--- src/rtl/puf_host_requester_pkg.sv ---
// Shared types and helpers for the PUF host requester.
// This covers the FSM state encoding, error codes, default protocol IDs and width helpers.
package puf_host_pkg;

   typedef enum logic [2:0] {
      ST_IDLE,
      ST_SEND_REQ,
      ST_WAIT_REQ,
      ST_SEND_CHAL,
      ST_WAIT_CHAL,
      ST_WAIT_HDR,
      ST_RECV
   } state_t;

   typedef enum logic [1:0] {
      ERR_NONE    = 2'd0,
      ERR_HEADER  = 2'd1,
      ERR_TIMEOUT = 2'd2
   } err_code_t;

   localparam logic [7:0] DEF_REQUEST_ID  = 8'hAA;
   localparam logic [7:0] DEF_RESPONSE_ID = 8'hAB;

   // Number of UART bytes that make up one response word.
   function automatic int bytes_per_word(input int resp_bits, input int data_bits);
      return resp_bits / data_bits;
   endfunction

   // Counter width able to hold 0..n-1. A width of at least 1 is kept so that
   // single-value counters stay legal vectors.
   function automatic int ctr_width(input int n);
      return (n > 1) ? $clog2(n) : 1;
   endfunction

endpackage

--- src/rtl/puf_host_requester_resp_word_packer.sv ---
// Response word packer.
// Shifts received bytes in MSB-first and flags each completed word one clock
// after its last byte arrives. It also tracks the index of the word.
module resp_word_packer
   import puf_host_pkg::*;
#(
   parameter int DATA_BITS     = 8,
   parameter int RESPONSE_BITS = 32,
   parameter int NUM_WORDS     = 1280
)(
   input  logic                         clk,
   input  logic                         reset,
   input  logic                         clear,
   input  logic                         shift_en,
   input  logic [DATA_BITS-1:0]         data_in,
   output logic [RESPONSE_BITS-1:0]     word,
   output logic                         word_valid,
   output logic [$clog2(NUM_WORDS)-1:0] word_index,
   output logic [$clog2(NUM_WORDS)-1:0] word_count,
   output logic                         last_byte
);

   localparam int BPW   = bytes_per_word(RESPONSE_BITS, DATA_BITS);
   localparam int CNT_W = ctr_width(BPW);

   logic [CNT_W-1:0] byte_cnt;

   // The byte arriving now completes a word.
   assign last_byte = (byte_cnt == CNT_W'(BPW - 1));

   // Shift register, byte counter and word index/count.
   always_ff @(posedge clk or negedge reset) begin
      if (!reset) begin
         // NOTE: the shift register is reset too, because it drives resp_word and that output must read 0 while in reset.
         word       <= '0;
         word_valid <= 1'b0;
         word_index <= '0;
         word_count <= '0;
         byte_cnt   <= '0;
      end else if (clear) begin
         word       <= '0;
         word_valid <= 1'b0;
         word_index <= '0;
         word_count <= '0;
         byte_cnt   <= '0;
      end else begin
         // NOTE: non-blocking assignments make every register here update from pre-edge values, so ordering does not matter.
         word_valid <= shift_en && last_byte;
         if (shift_en) begin
            word <= (word << DATA_BITS) | RESPONSE_BITS'(data_in);
            if (last_byte) begin
               byte_cnt   <= '0;
               word_index <= word_count;
               word_count <= word_count + 1'b1;
            end else begin
               byte_cnt <= byte_cnt + 1'b1;
            end
         end
      end
   end

endmodule

--- src/rtl/puf_host_requester.sv ---
// PUF host requester.
// Sends the request ID and the challenge byte over a byte UART, then receives the
// header and NUM_RESPONSES words and hands each packed word to the consumer.
module puf_host_requester
   import puf_host_pkg::*;
#(
   parameter int                    DATA_BITS      = 8,
   parameter int                    RESPONSE_BITS  = 32,
   parameter int                    NUM_RESPONSES  = 1280,
   parameter int                    CHALLENGE_BITS = 8,
   parameter int                    TIMEOUT_BITS   = 24,
   parameter logic [DATA_BITS-1:0]  REQUEST_ID     = DEF_REQUEST_ID,
   parameter logic [DATA_BITS-1:0]  RESPONSE_ID    = DEF_RESPONSE_ID
)(
   input  logic                             clk,
   input  logic                             reset,
   input  logic                             start,
   input  logic [CHALLENGE_BITS-1:0]        challenge,
   output logic [DATA_BITS-1:0]             tx_data,
   output logic                             tx_enable,
   input  logic                             tx_busy,
   input  logic [DATA_BITS-1:0]             rx_data,
   input  logic                             rx_valid,
   output logic                             rx_enable,
   output logic [RESPONSE_BITS-1:0]         resp_word,
   output logic                             resp_valid,
   output logic [$clog2(NUM_RESPONSES)-1:0] resp_index,
   output logic                             busy,
   output logic                             done,
   output logic                             error,
   output logic [1:0]                       err_code
);

   localparam int IDX_W = $clog2(NUM_RESPONSES);

   state_t                    state_q, state_d;
   logic [DATA_BITS-1:0]      tx_data_q, tx_data_d;
   logic                      tx_enable_q, tx_enable_d;
   logic                      seen_busy_q, seen_busy_d;
   logic [CHALLENGE_BITS-1:0] chal_q, chal_d;
   logic                      error_q, error_d;
   err_code_t                 code_q, code_d;
   logic                      done_q, done_d;
   logic [TIMEOUT_BITS-1:0]   timer_q, timer_d;

   logic                      pack_clear;
   logic                      pack_shift;
   logic                      last_byte;
   logic [IDX_W-1:0]          word_count;
   logic                      tx_phase;
   logic                      rx_phase;
   logic                      expired;

   resp_word_packer #(
      .DATA_BITS     (DATA_BITS),
      .RESPONSE_BITS (RESPONSE_BITS),
      .NUM_WORDS     (NUM_RESPONSES)
   ) u_packer (
      .clk        (clk),
      .reset      (reset),
      .clear      (pack_clear),
      .shift_en   (pack_shift),
      .data_in    (rx_data),
      .word       (resp_word),
      .word_valid (resp_valid),
      .word_index (resp_index),
      .word_count (word_count),
      .last_byte  (last_byte)
   );

   // The idle-gap watchdog also covers the transmit states, so a stuck
   // transmitter cannot hang the requester.
   assign tx_phase = (state_q == ST_SEND_REQ)  || (state_q == ST_WAIT_REQ) ||
                     (state_q == ST_SEND_CHAL) || (state_q == ST_WAIT_CHAL);
   assign rx_phase = (state_q == ST_WAIT_HDR)  || (state_q == ST_RECV);
   // A byte arriving in the expiry cycle wins over the timeout.
   assign expired  = (tx_phase || rx_phase) && (timer_q == '1) && !rx_valid;

   // State register and registered outputs.
   always_ff @(posedge clk or negedge reset) begin
      if (!reset) begin
         state_q     <= ST_IDLE;
         tx_data_q   <= '0;
         tx_enable_q <= 1'b0;
         seen_busy_q <= 1'b0;
         chal_q      <= '0;
         error_q     <= 1'b0;
         code_q      <= ERR_NONE;
         done_q      <= 1'b0;
         timer_q     <= '0;
      end else begin
         state_q     <= state_d;
         tx_data_q   <= tx_data_d;
         tx_enable_q <= tx_enable_d;
         seen_busy_q <= seen_busy_d;
         chal_q      <= chal_d;
         error_q     <= error_d;
         code_q      <= code_d;
         done_q      <= done_d;
         timer_q     <= timer_d;
      end
   end

   // Next-state logic, tx sequencing, header check and timeout handling.
   always_comb begin
      // NOTE: every signal gets a default first so that no path through the case infers a latch.
      state_d     = state_q;
      tx_data_d   = tx_data_q;
      tx_enable_d = 1'b0;
      seen_busy_d = seen_busy_q;
      chal_d      = chal_q;
      error_d     = error_q;
      code_d      = code_q;
      done_d      = 1'b0;
      pack_clear  = 1'b0;
      pack_shift  = 1'b0;
      timer_d     = (tx_phase || rx_phase) ? timer_q + 1'b1 : '0;
      if (rx_valid) begin
         timer_d = '0;
      end

      case (state_q)
         ST_IDLE: begin
            if (start) begin
               chal_d  = challenge;
               error_d = 1'b0;
               code_d  = ERR_NONE;
               timer_d = '0;
               state_d = ST_SEND_REQ;
            end
         end
         ST_SEND_REQ: begin
            if (!tx_busy) begin
               tx_data_d   = REQUEST_ID;
               tx_enable_d = 1'b1;
               seen_busy_d = 1'b0;
               timer_d     = '0;
               state_d     = ST_WAIT_REQ;
            end
         end
         ST_WAIT_REQ: begin
            if (tx_busy) begin
               seen_busy_d = 1'b1;
            end else if (seen_busy_q) begin
               timer_d = '0;
               state_d = ST_SEND_CHAL;
            end
         end
         ST_SEND_CHAL: begin
            if (!tx_busy) begin
               tx_data_d   = DATA_BITS'(chal_q);
               tx_enable_d = 1'b1;
               seen_busy_d = 1'b0;
               timer_d     = '0;
               state_d     = ST_WAIT_CHAL;
            end
         end
         ST_WAIT_CHAL: begin
            if (tx_busy) begin
               seen_busy_d = 1'b1;
            end else if (seen_busy_q) begin
               timer_d = '0;
               state_d = ST_WAIT_HDR;
            end
         end
         ST_WAIT_HDR: begin
            if (rx_valid) begin
               if (rx_data == RESPONSE_ID) begin
                  pack_clear = 1'b1;
                  state_d    = ST_RECV;
               end else begin
                  error_d = 1'b1;
                  code_d  = ERR_HEADER;
                  state_d = ST_IDLE;
               end
            end
         end
         ST_RECV: begin
            if (rx_valid) begin
               pack_shift = 1'b1;
               if (last_byte && (word_count == IDX_W'(NUM_RESPONSES - 1))) begin
                  done_d  = 1'b1;
                  state_d = ST_IDLE;
               end
            end
         end
         default: begin
            state_d = ST_IDLE;
         end
      endcase

      // A watchdog expiry aborts any active phase and discards the partial word.
      if (expired) begin
         tx_enable_d = 1'b0;
         error_d     = 1'b1;
         code_d      = ERR_TIMEOUT;
         state_d     = ST_IDLE;
      end
   end

   assign tx_data   = tx_data_q;
   assign tx_enable = tx_enable_q;
   assign rx_enable = (state_q == ST_WAIT_CHAL) || (state_q == ST_WAIT_HDR) || (state_q == ST_RECV);
   assign busy      = (state_q != ST_IDLE);
   assign done      = done_q;
   assign error     = error_q;
   assign err_code  = code_q;

endmodule

--- config.mk ---
export PLATFORM = sky130hd
export DESIGN_NAME = puf_host_requester
export DESIGN_NICKNAME = d
export VERILOG_FILES = /design/src/rtl/puf_host_requester_pkg.sv /design/src/rtl/puf_host_requester_resp_word_packer.sv /design/src/rtl/puf_host_requester.sv
export SDC_FILE = /design/constraint.sdc
export NUM_CORES = 1
export LEC_CHECK = 0
export BUFFER_PORTS_ARGS = -buffer_cell sky130_fd_sc_hd__buf_2
export CORE_MARGIN = 2
export CORE_UTILIZATION = 42
export CTS_CLUSTER_DIAMETER = 30
export DETAILED_ROUTE_END_ITERATION = 6
export SETUP_SLACK_MARGIN = 0.5
export SKIP_LAST_GASP = 1
export SLEW_MARGIN = 40
export SYNTH_ARGS = -nofsm -noshare
export SYNTH_HDL_FRONTEND = slang
export SYNTH_HIERARCHICAL = 1
export SYNTH_SLANG_ARGS = --single-unit
--- constraint.sdc ---
create_clock -name clk -period 1.9 [get_ports clk]
set_input_delay 0.38 -clock clk [delete_from_list [all_inputs] [get_ports clk]]
set_output_delay 0.38 -clock clk [all_outputs]
set_load 0.1 [all_outputs]
=== Yosys cells after proc, flatten, opt, wreduce, memory -nomap -nowiden ===
Index checks and enable logic that the tools add are counted.

* Register bits: 106
* Bits of input ports: 21
* Logic and storage cells: 129
* Output and inout bits: 59

* Equal/unequal tests: 25
* $add $sub $neg: 3
* Reduce and logical (&&, ||, !) cells: 27
* Muxes and demuxes: 59
* Bitwise gates (word level): 1

{| class="wikitable"
|+ Operator list
! operator !! number
|-
| 2-to-1 mux 24 bit || 6
|-
| case mux 24 bit (3 select lines) || 1
|-
| 2-to-1 mux 11 bit || 6
|-
| 2-to-1 mux 32 bit || 2
|-
| 2-to-1 mux 3 bit || 12
|-
| inequality test 3 bit, second input constant || 11
|-
| bitwise OR 32 x 8 -> 32 bit || 1
|-
| adder 24 x 1 -> 24 bit, second input constant || 1
|-
| equality test 24 bit, second input constant || 1
|-
| case mux 3 bit (7 select lines) || 1
|-
| 2-to-1 mux 1 bit || 18
|-
| 2-to-1 mux 8 bit || 2
|-
| case mux 8 bit (2 select lines) || 1
|-
| 2-to-1 mux 2 bit || 7
|-
| adder 11 x 1 -> 11 bit, second input constant || 1
|-
| equality test 11 bit, second input constant || 1
|-
| AND reduction 10 bit || 1
|-
| equality test 3 bit, second input constant || 3
|-
| equality test 8 bit, second input constant || 1
|-
| nonzero test 2 bit || 4
|-
| logical OR 1 bit || 7
|-
| equality test 3 x 2 -> 1 bit, second input constant || 2
|-
| inequality test 2 bit, second input constant || 3
|-
| AND reduction 3 bit || 2
|-
| 13 further kinds || 20
|}

=== Depth between registers and ports, before layout ===
Gate-level depths: netlist (run 1).

* Depth after elaboration: 10
* Depth in mapped cells: 9
* Mapped depth without buffers: 6

=== Cells and area by module ===
The synthesis (run 1) kept the hierarchy.

{| class="wikitable"
|+ By module, submodules not included
! module !! sequential area each (um2) !! instances !! cells an instance !! area each (um2)
|-
| puf_host_requester || 1226.2 || 1 || 251 || 2449.8
|-
| resp_word_packer || 1426.4 || 1 || 217 || 2383.5
|}

=== Worst setup path before layout (run 1) ===
OpenSTA, ideal clock, no wires.

* Path type: register to register
* Start point: register state_q[1]
* End point: register u_packer.word_count[10]
* Setup slack: -0.133 ns
* Setup time: 0.128 ns
* Arrival: 1.906 ns
* Cell stages (with the launch flop): 9
* Clock period less this slack: 2.033 ns
* Path buffers: 2
* Data required time: 1.772 ns
* Cells stage by stage: dfrtp_1 -> clkbuf_1 -> nor2b_1 -> nand2_1 -> nor2_1 -> buf_2 -> nand3_2 -> nor4_1 -> mux2_1

* Word-level cells in the longest chain between the ends: 4
* Elaborated cells on any way between the ends: 8
* Those cells by class: eq/ne: 2; mux: 3; reduce/logical: 3

{| class="wikitable"
|+ RTL lines
! item !! RTL line !! RTL
|-
| start: declaration || puf_host_requester.sv:36 || <nowiki>state_t state_q, state_d;</nowiki>
|-
| start signal: assignment || puf_host_requester.sv:92 || <nowiki>state_q <= state_d;</nowiki>
|-
| equality test 3 bit || puf_host_requester.sv:122 || <nowiki>case (state_q)</nowiki>
|-
| 2-to-1 mux 1 bit || puf_host_requester.sv:122 ||
|-
| net pack_shift || puf_host_requester.sv:47 || <nowiki>logic pack_shift;</nowiki>
|-
| nonzero test 2 bit (no source line) || - ||
|-
| AND reduction 2 bit (no source line) || - ||
|-
| end signal: assignment || puf_host_requester_resp_word_packer.sv:54 || <nowiki>word_count <= word_count + 1'b1;</nowiki>
|-
| end: declaration || puf_host_requester_resp_word_packer.sv:19 || <nowiki>output logic [$clog2(NUM_WORDS)-1:0] word_count,</nowiki>
|}

The timed path passes the listed nets, and every way through them passes these cells.
A chain may end at the register's enable or synchronous reset.

=== Worst setup path in the final report (run 1) ===
* Start point: register state_q[0]
* End point: register u_packer.word_count[9]

The elaborated chain is that of the path after synthesis.

==> results.cfg, run 1 <==
[synthesis]
post-synth-top-area-fraction_pct = 54.9
synth_seq_area_share_pct = 54.9
ys_async_sr_fraction_pct = 100
synth-main-ff-cell = sky130_fd_sc_hd__dfrtp_1
synth_cell_types = 50
synth.area.top_cells = sky130_fd_sc_hd__dfrtp_1, sky130_fd_sc_hd__mux2i_1, sky130_fd_sc_hd__nor2_1
synth_fp_nets = 492
synth_edf_count = 0
ys_seq_elements = 106
synth_warnings = 6
synth_area_per_cell_um2 = 10.3
post_synth_inst_count = 468
mappedNetlistArea_um2 = 4830
synth_largest_area_cell = sky130_fd_sc_hd__dfrtp_1

[timing]
rsz_0062_raised_after_global_routing = yes
max_freq_mhz = 520
finalSetupViolations = 1
layout_worst_path_cycle_share_pct = 101
timing_worst_slew_pin_value_ps = 438
setup_tns_ps = -21.9
worst_clock_skew_ps = 7.69
post-route-worst-setup-slack_ps = -21.9
timing.final.hold_violations = 0
final_max_slew_viol_count = 0
max-slew-margin-rel_pct = 70.8
min_period_ps = 1920

[finish]
design.final.nets = 651
mostFrequentLayoutCells = sky130_fd_sc_hd__dfrtp_1, sky130_fd_sc_hd__buf_4, sky130_fd_sc_hd__buf_6, sky130_fd_sc_hd__nor2_1, sky130_fd_sc_hd__nand2_1
antenna_cells = 0
share_of_post_route_cells_with_drive_strength_above_1_pct = 47.4
flow.area_growth_from_synthesis_pct = 60.0
commonest_non_fill_non_tap_cell_in_the_layout = sky130_fd_sc_hd__dfrtp_1

[die]
area_of_the_die_um2 = 12400
die_h_um = 111
floorplan.core_area_um2 = 11300
die-width_um = 111
floorplan.initialDensity_pct = 42.7
num_rows = 39
ioPinCount = 80

[run_status]
status = finished, violations left
violations = negative setup slack

[grt]
global_route.usage.met2_pct = 34.9
grt_use_total_pct = 21.4
grt_overflow_total = 0
grt_pass1_vias = 4231
met3_global_route_usage_pct = 5.85
use_met1_pct = 27.4
globalRoute.busiestLayer = met2
grt_pass1_wl_mm = 21.6
grt_max_degree = 35
grt_antenna_before_repair = 1

[hold_path]
worst_hold_path_type = input pin to flop
worst_hold_startpoint = challenge[7]

[clock_tree]
clkLatencyLatePin_ps = 340
cts_made_buffers = 9
h-tree-depth = 3
cts_num_sinks = 106
cts_tree = done
cts.clk_slew.worst_paths_ps = 70
clock_tree.buffer_depth = 2
root_buffer = sky130_fd_sc_hd__clkbuf_16

[worst_setup_path]
setup.worst_path.class = flop to flop
cp.required_ps = 2130
worst_flop_to_flop_path_startpoint = state_q[0]
critical_path.startpoint_type = flop
setup.worst_path.start = state_q[0]
path_max_fanout = 4
critical_path_arrival_ps = 2150
worstSetupEndpointType = flop

[detailed_routing]
post_dr_wirelength_cell_um = 18.3
drcViolationCount = 0
avgViaCountPerCell = 5.50
wirelength_routed_mm = 14.2
drt_iter0_drc = 212
first_pass_iters = 5
antenna_left = 0
route.vias.total = 4259

[pwr]
total_power_mw = 13.4
peak_ir_drop_on_the_vdd_network_v = 0.00153
pwr_density_cell_nw_per_um2 = 1740
leakagePower_nw = 3.50

[flow_run]
drv.max_cap_violation_count = 0

[placed_design]
buffer_ports.inserted = 79
gp_routability_congestion = 0.792
dpl_hpwl_mm = 7.17
## worst max-delay path, stage by stage, from the launching register on
cell                      delay, ps
sky130_fd_sc_hd__dfrtp_1        410
sky130_fd_sc_hd__buf_6          140
sky130_fd_sc_hd__nor2b_4        130
sky130_fd_sc_hd__nand2_4         70
sky130_fd_sc_hd__nor2_4         150
sky130_fd_sc_hd__nand4_4        120
sky130_fd_sc_hd__or4_4          540
sky130_fd_sc_hd__a21oi_1        250
## layer usage
metal	share of wire, %	wire, um
met1	42	5920
met4	2.8	404
met2	51	7210
met3	4.5	635
met5	0.078	11
## where the power goes
group | internal [mW] | total [mW] | switching [mW]
sequential | 2.89 | 3.53 | 0.635
clock | 1.32 | 2.13 | 0.803
combinational | 2.77 | 7.76 | 4.99
total | 6.99 | 13.4 | 6.43
## cells by family after synthesis
| kind of cell | Yosys count | share of synthesized area, % |
|---|---|---|
| buf+inv | 32 | 2.98 |
| xor+xnor | 15 | 2.72 |
| simple gates | 196 | 20.9 |
| fa+ha+maj | 3 | 0.777 |
| mux | 42 | 8.93 |
| flops | 106 | 54.9 |
| compound gates | 74 | 8.78 |
## sequential cells by signal, indices dropped and copies added, names as in the netlist, 2 cells and up
register,count
chal_q,8
err_code,2
state_q,3
timer_q,24
tx_data,8
u_packer/byte_cnt,2
u_packer/word,32
u_packer/word_count,11
u_packer/word_index,11
## metrics by stage
step / instances / hold slack, ps / utilization (%) / area [um2] / setup WS, ps
6_report: 774 / 273 / 68.3 / 7730 / -21.9
5_1_grt: 774 / 267 / 68.3 / 7730 / -50.4
4_1_cts: 757 / 264 / 62.1 / 7030 / 68.3
3_5_place_dp: 686 / 347 / 49.4 / 5600 / 71.5
3_3_place_gp: 686 / 350 / 49.4 / 5600 / 153
2_1_floorplan: 468 / 84.4 / - / 4980 / 134
## final timing paths
kind / to / slack (ps) / cells past startpoint
min in group asynchronous: u_packer/word_index[5] / 520 / 2
setup / recovery: u_packer/word_count[9] / -20 / 7
hold / removal: chal_q[7] / 270 / 2
max in group asynchronous: u_packer/word[22] / 780 / 3
hold reg to reg: tx_data[1] / 480 / 2
setup reg to reg: u_packer/word_count[9] / -20 / 7
## cells in the mapped netlist, types with 2 or more instances
master and n:
sky130_fd_sc_hd__o31ai_1 10, sky130_fd_sc_hd__buf_2 10, sky130_fd_sc_hd__inv_1 8, sky130_fd_sc_hd__o21ai_0 19, sky130_fd_sc_hd__xnor2_1 8, sky130_fd_sc_hd__nand4_1 5
sky130_fd_sc_hd__a31oi_1 2, sky130_fd_sc_hd__or4_1 10, sky130_fd_sc_hd__nand2_1 54, sky130_fd_sc_hd__nor3_1 3, sky130_fd_sc_hd__dfrtp_1 106, sky130_fd_sc_hd__clkbuf_1 9
sky130_fd_sc_hd__nor2b_1 11, sky130_fd_sc_hd__a21oi_1 35, sky130_fd_sc_hd__mux2i_1 33, sky130_fd_sc_hd__ha_1 3, sky130_fd_sc_hd__mux2_2 8, sky130_fd_sc_hd__nand2b_1 2
sky130_fd_sc_hd__nor3b_1 2, sky130_fd_sc_hd__nor2_1 60, sky130_fd_sc_hd__xor2_1 7, sky130_fd_sc_hd__or3_1 10, sky130_fd_sc_hd__nand3_1 14, sky130_fd_sc_hd__buf_1 3
sky130_fd_sc_hd__and4_1 6, sky130_fd_sc_hd__nand3_2 2, sky130_fd_sc_hd__and2_1 2, sky130_fd_sc_hd__nor4_1 3, sky130_fd_sc_hd__and3_1 2
## repair_timing
item                                    CTS  global route
endpoints found under the setup margin  163           135
hold buffers                              1             0
gates cloned                              9             5
pin swaps                                29            28
setup buffers                            46            12
hold endpoints to repair                 25             0
gates resized for setup                 160           123
## layout make-up
| cell class | count | area (um2) |
|---|---|---|
| tap | 143 | 179 |
| timing repair buffer | 169 | 1890 |
| sequential | 106 | 2660 |
| fill | 808 | 3590 |
| inverter | 8 | 37.5 |
| clock buffer | 11 | 243 |
| clock inverter | 4 | 98.8 |
| multi-input combinational | 333 | 2620 |
(Power assumes the default switching activity.)
==> run 2, diff against run 1 <==
--- a/config.mk
+++ b/config.mk
@@ -15,5 +15,4 @@
 export SLEW_MARGIN = 40
 export SYNTH_ARGS = -nofsm -noshare
 export SYNTH_HDL_FRONTEND = slang
-export SYNTH_HIERARCHICAL = 1
 export SYNTH_SLANG_ARGS = --single-unit
==> results.cfg, run 2 <==
[run_status]
status = complete, no violations

[timing]
post-route-worst-setup-slack_ps = 71.6
rsz_0062_raised_after_global_routing = yes
timing_worst_slew_pin_value_ps = 490
max-slew-margin-rel_pct = 67.4
timing.final.hold_violations = 0
layout_worst_path_cycle_share_pct = 96.2
worst_clock_skew_ps = 12.8
max_freq_mhz = 547
finalSetupViolations = 0
min_period_ps = 1830
setup_tns_ps = 0
final_max_slew_viol_count = 0

[finish]
final-seq-area_um2 = 2660
largest_register = u_packer.word
nFillCells = 885
largest_register_ff_count = 32
design.final.nets = 652
share_of_post_route_cells_with_drive_strength_above_1_pct = 43.0
post_layout_nonfiller_instances = 773
commonest_non_fill_non_tap_cell_in_the_layout = sky130_fd_sc_hd__nand2_1
flow.area_growth_from_synthesis_pct = 49.2
finalInstanceArea_um2 = 7110
mostFrequentLayoutCells = sky130_fd_sc_hd__nand2_1, sky130_fd_sc_hd__dfrtp_1, sky130_fd_sc_hd__buf_4, sky130_fd_sc_hd__a21oi_2, sky130_fd_sc_hd__buf_6
multi_input_comb_area_um2 = 2350
biggestRegsByFlops = u_packer.word: 32 flops, timer_q: 24 flops
antenna_cells = 0

[detailed_routing]
avgViaCountPerCell = 5.08
drcViolationCount = 0
antenna_left = 0
post_dr_wirelength_cell_um = 14.8
first_pass_iters = 4
drt_iter0_drc = 153
wirelength_routed_mm = 11.4
route.vias.total = 3924

[hold_path]
worst_hold_startpoint = challenge[7]
hold_end = chal_q[7]
worst_hold_path_type = input pin to flop
holdPathStages = 2

[pwr]
p_clk_share_pct = 17.2
power_frac_seq_pct = 29.6
power.share.switching_pct = 47.0
pwr_density_cell_nw_per_um2 = 1540
peak_ir_drop_on_the_vdd_network_v = 0.00135
total_power_mw = 11.0
leakagePower_nw = 3.17
power.internal_mw = 5.81
switch_pwr_mw = 5.16
combinationalPowerShare_pct = 53.2

[worst_setup_path]
worstSetupEndpointType = flop
worst_flop_to_flop_path_startpoint = state_q[2]
setup.reg_to_reg.worst_slack_ps = 70
timing.critical_path.slowest_stage_cell = sky130_fd_sc_hd__dfrtp_2
critical_path.startpoint_type = flop
setup.worst_path.class = flop to flop
critical_path_buf_inv_count = 1
cp.required_ps = 2180
reg2reg_depth = 6
regToRegEndpoint = timer_q[17]
max_stage_delay_ps = 480
cp_cell_sequence = nand2b_4 > a211oi_4 > a21oi_2 > or3_4 > buf_12 > nor2_1
critical_path_arrival_ps = 2110
timing.critical_path.max_delay_family = simple AND/OR/NAND/NOR gates
path_max_fanout = 24

[die]
die_h_um = 111
num_rows = 38
ioPinCount = 80
die-width_um = 111
floorplan.core_area_um2 = 10900
floorplan.initialDensity_pct = 43.6
area_of_the_die_um2 = 12200

[synthesis]
synth_edf_count = 0
synth_fp_nets = 513
post_synth_inst_count = 489
post-synth-top-area-fraction_pct = 55.6
ys_seq_elements = 106
mappedNetlistArea_um2 = 4770
synth_area_per_cell_um2 = 9.75
synth.area.top_cells = sky130_fd_sc_hd__dfrtp_1, sky130_fd_sc_hd__nand2_1, sky130_fd_sc_hd__a21oi_1
synth.top_cells.by_count = sky130_fd_sc_hd__nand2_1, sky130_fd_sc_hd__dfrtp_1, sky130_fd_sc_hd__a21oi_1
synth-main-ff-cell = sky130_fd_sc_hd__dfrtp_1
ys_async_sr_fraction_pct = 100
synth_most_common_cell = sky130_fd_sc_hd__nand2_1
synth_seq_area_share_pct = 55.6
synth_cell_types = 50
synth_warnings = 0
synth_largest_area_cell = sky130_fd_sc_hd__dfrtp_1

[grt]
grt_max_degree = 35
grt_pass1_wl_mm = 19.0
grt_overflow_total = 0
grt_use_total_pct = 18.8
grt_pass1_vias = 3915
grt_antenna_before_repair = 0

[placed_design]
buffer_ports.inserted = 79
dpl_hpwl_mm = 7.39
gp_routability_congestion = 0.801
pre_cts_slack_ps = 3.44
placed_cell_area_um2 = 5830
placed_cells = 723

[clock_tree]
h-tree-depth = 3
clock_tree.buffer_depth = 2
root_buffer = sky130_fd_sc_hd__clkbuf_16
cts_tree = done
cts.clk_slew.worst_paths_ps = 80
cts_made_buffers = 9
clkLatencyLatePin_ps = 360
cts_num_sinks = 106

[flow_run]
drv.max_cap_violation_count = 0
==> run 2: changes by cell type after synthesis, moves of 8 or more <==
cell                      previous run  this run
sky130_fd_sc_hd__a21oi_1            35        51
sky130_fd_sc_hd__nor2_1             60        38
sky130_fd_sc_hd__mux2i_1            33         1
sky130_fd_sc_hd__xor2_1              7        16
sky130_fd_sc_hd__o31ai_1            10         2
sky130_fd_sc_hd__or4_1              10         0
sky130_fd_sc_hd__nand2_1            54       123
==> run 2: metal layers <==
| metal | up-vias | global-route usage [%] | share of wire, % |
|---|---|---|---|
| met1 | 1938 | 24.4 | 45 |
| met4 | 0 | 5.67 | 1.5 |
| met2 | 63 | 31.1 | 50 |
| met5 | - | 0 | 0 |
| li1 | 1910 | - | - |
| met3 | 13 | 5.05 | 3.5 |
==> run 2: logic make-up (layout without fill, tap and decap cells) <==
kind of cell	Yosys count	count (layout)	synth area share, %
and+or+nand+nor	230	230	23.5
xor gates and xnor gates	27	27	4.96
adders and majority gates	3	3	0.787
muxes	9	9	2.10
DFF	106	106	55.6
AOI/OAI and AO/OA	84	84	9.71
buffers and inverters	30	174	3.25
==> run 2: final cells by class <==
cell class                 instances  share of cell area, %
clock buffer                      10                   3.22
tap                              140                   2.46
inverter                           5                  0.440
timing repair buffer             153                   22.5
clock inverter                     6                  0.915
sequential                       106                   37.4
multi-input combinational        353                   33.1
==> run 2: stage by stage <==
step,util [%],hold slack (ps)
after floorplan,-,84.4
after global placement,53.4,372
after detailed placement,53.4,376
after CTS,60.7,249
after global routing,65.0,253
final,65.0,253
==> run 2: power groups by stage <==
stage          logic (mW)  clock network [mW]  registers (mW)
2_1_floorplan        1.54                   0            5.46
3_3_place_gp         4.66                   0            3.14
3_5_place_dp         4.71                   0            3.16
4_1_cts              5.31                1.92            3.17
5_1_grt              6.10                2.00            3.32
6_report             5.83                1.89            3.25
==> run 2: how the worst max path moves through the flow <==
| stage | start | end | slack [ps] | depth (start not counted) |
|---|---|---|---|---|
| after floorplan | state_q[2] | timer_q[10] | 110 | 8 |
| after global placement | state_q[2] | timer_q[22] | 80 | 6 |
| after detailed placement | state_q[2] | timer_q[13] | 3 | 6 |
| after CTS | state_q[2] | timer_q[13] | 130 | 6 |
| after global routing | state_q[2] | timer_q[2] | 10 | 6 |
| final | state_q[2] | timer_q[17] | 70 | 6 |
==> run 2: repair_timing <==
action                                  in CTS  in global routing
cloned                                       1                  1
hold buffers                                 1                  0
gates resized for setup                    110                 87
pin swaps                                    4                 19
hold endpoints to repair                     3                  0
endpoints found under the setup margin     163                144
buffers inserted                            15                 16
==> run 3, diff against run 2 <==
--- a/config.mk
+++ b/config.mk
@@ -7,9 +7,11 @@
 export LEC_CHECK = 0
 export BUFFER_PORTS_ARGS = -buffer_cell sky130_fd_sc_hd__buf_2
 export CORE_MARGIN = 2
-export CORE_UTILIZATION = 42
+export CORE_UTILIZATION = 60
 export CTS_CLUSTER_DIAMETER = 30
 export DETAILED_ROUTE_END_ITERATION = 6
+export PLACE_DENSITY = 0.84
+export RECOVER_POWER = 50
 export SETUP_SLACK_MARGIN = 0.5
 export SKIP_LAST_GASP = 1
 export SLEW_MARGIN = 40
==> constraint.sdc (replaced) <==
create_clock -name clk -period 2.35 [get_ports clk]
set_input_delay 0.47 -clock clk [delete_from_list [all_inputs] [get_ports clk]]
set_output_delay 0.47 -clock clk [all_outputs]
set_load 0.1 [all_outputs]
==> results.cfg, run 3 (same netlist as run 2, synthesis figures left out) <==
[finish]
share_of_post_route_cells_with_drive_strength_above_1_pct = 26.8
nFillCells = 530
final-seq-area_um2 = 2660
finalInstanceArea_um2 = 5800
biggestRegsByFlops = u_packer.word: 32 flops, timer_q: 24 flops
mostFrequentLayoutCells = sky130_fd_sc_hd__nand2_1, sky130_fd_sc_hd__dfrtp_1, sky130_fd_sc_hd__buf_2, sky130_fd_sc_hd__a21oi_1, sky130_fd_sc_hd__nor2_1
design.final.nets = 613
antenna_cells = 0
flow.area_growth_from_synthesis_pct = 21.6
largest_register = u_packer.word
largest_register_ff_count = 32
commonest_non_fill_non_tap_cell_in_the_layout = sky130_fd_sc_hd__nand2_1
post_layout_nonfiller_instances = 696
multi_input_comb_area_um2 = 2060

[run_status]
status = complete, no violations

[worst_setup_path]
max_stage_delay_ps = 860
timing.critical_path.slowest_stage_cell = sky130_fd_sc_hd__clkbuf_1
critical_path_buf_inv_count = 1
cp_cell_sequence = clkbuf_1
critical_path_arrival_ps = 1610
worstSetupEndpointType = output port
path_max_fanout = 2
setup.worst_path.class = flop to output port
timing.critical_path.max_delay_family = buffers and inverters
cp.required_ps = 1880
critical_path.startpoint_type = flop

[die]
floorplan.initialDensity_pct = 61.7
ioPinCount = 80
die_h_um = 93.1
area_of_the_die_um2 = 8670
floorplan.core_area_um2 = 7730
die-width_um = 93.1
num_rows = 32

[timing]
timing.final.hold_violations = 0
worst_clock_skew_ps = 7.54
fin_worst_hold_slack_ps = 256
min_period_ps = 2080
layout_worst_path_cycle_share_pct = 88.3
finalSetupViolations = 0
setup_tns_ps = 0
timing_worst_slew_pin_value_ps = 1200
rsz_0062_raised_after_global_routing = yes
max-slew-margin-rel_pct = 20.6
max_freq_mhz = 482
final_max_slew_viol_count = 0

[placed_design]
dpl_hpwl_mm = 6.72
placed_cell_area_um2 = 5320
gp_routability_congestion = 0.831
placed_cells = 660
buffer_ports.inserted = 79

[detailed_routing]
avgViaCountPerCell = 5.69
route.vias.total = 3961
drcViolationCount = 0
post_dr_wirelength_cell_um = 15.8
wirelength_routed_mm = 11.0
antenna_left = 0
first_pass_iters = 5
drt_iter0_drc = 339

[pwr]
pwr_density_cell_nw_per_um2 = 1320
total_power_mw = 7.64
leakagePower_nw = 2.71
peak_ir_drop_on_the_vdd_network_v = 0.00114

[clock_tree]
clock_tree.buffer_depth = 2
clkLatencyLatePin_ps = 380
cts_made_buffers = 9
cts_tree = done
cts_hold_repair.buffers = 0
cts.clk_slew.worst_paths_ps = 100
root_buffer = sky130_fd_sc_hd__clkbuf_8
cts_num_sinks = 106
h-tree-depth = 3

[grt]
grt_pass1_vias = 3562
grt_pass1_wl_mm = 16.7
grt_max_degree = 45
grt_overflow_total = 0
grt_antenna_before_repair = 0
grt_use_total_pct = 24.5

[hold_path]
worst_hold_path_type = input pin to async pin

[flow_run]
drv.max_cap_violation_count = 0
-- run 3: changes by cell type in the layout (fill, tap and decap cells not counted), moves of 12 or more --
cell                      delta
sky130_fd_sc_hd__a21oi_1    +42
sky130_fd_sc_hd__a21oi_2    -42
sky130_fd_sc_hd__buf_12     -12
sky130_fd_sc_hd__buf_2      +49
sky130_fd_sc_hd__buf_4      -37
sky130_fd_sc_hd__buf_6      -41
-- run 3: power breakdown --
| part | internal, mW | leakage, nW | switching [mW] |
|---|---|---|---|
| combinational | 0.965 | 1.19 | 3.00 |
| sequential | 2.22 | 1.42 | 0.290 |
| clock | 0.501 | 0.0938 | 0.652 |
| total | 3.69 | 2.71 | 3.95 |
-- run 3: per-layer routing --
metal	global-route usage, %	part of all wire (%)	wire length (um)
met5	0	0	0
met4	13.1	2.6	288
met3	3.71	5.0	551
met2	38.8	50	5480
met1	32.8	43	4690
-- run 3: through the flow --
| step | worst slack, ps | utilization (%) |
|---|---|---|
| 4_1_cts | 456 | 73.3 |
| 5_1_grt | 168 | 75.0 |
| 3_5_place_dp | 267 | 68.8 |
| 3_3_place_gp | 340 | 68.8 |
| 6_report | 275 | 75.0 |
| 2_1_floorplan | 476 | - |
-- run 3: cell type report --
type / instances / area share [%]
well taps: 102 / 2.20
clock buffers: 9 / 2.14
flip-flops and latches: 106 / 45.8
clock inverters: 7 / 1.34
inverters: 5 / 0.539
repair buffers: 114 / 12.4
multi-input cells: 353 / 35.6
-- run 3: path summary, 6_finish.rpt --
path,startpoint,end,slack [ps],cells after the start
setup / recovery,u_packer.word[31],resp_word[31],270,1
hold / removal,reset,u_packer.word_index[5],260,1
setup reg to reg,state_q[2],u_packer.word_count[8],290,6
hold reg to reg,tx_data[2],tx_data[2],490,2
max in group asynchronous,reset,timer_q[2],870,2
min in group clk,challenge[4],chal_q[4],310,2
-- run 3: repair_timing --
item / 4_1_cts / 5_1_grt
setup buffers: 11 / 9
gates resized for setup: 18 / 23
hold endpoints to repair: 0 / 0
pin swaps: 3 / 7
setup endpoints to repair: 45 / 61
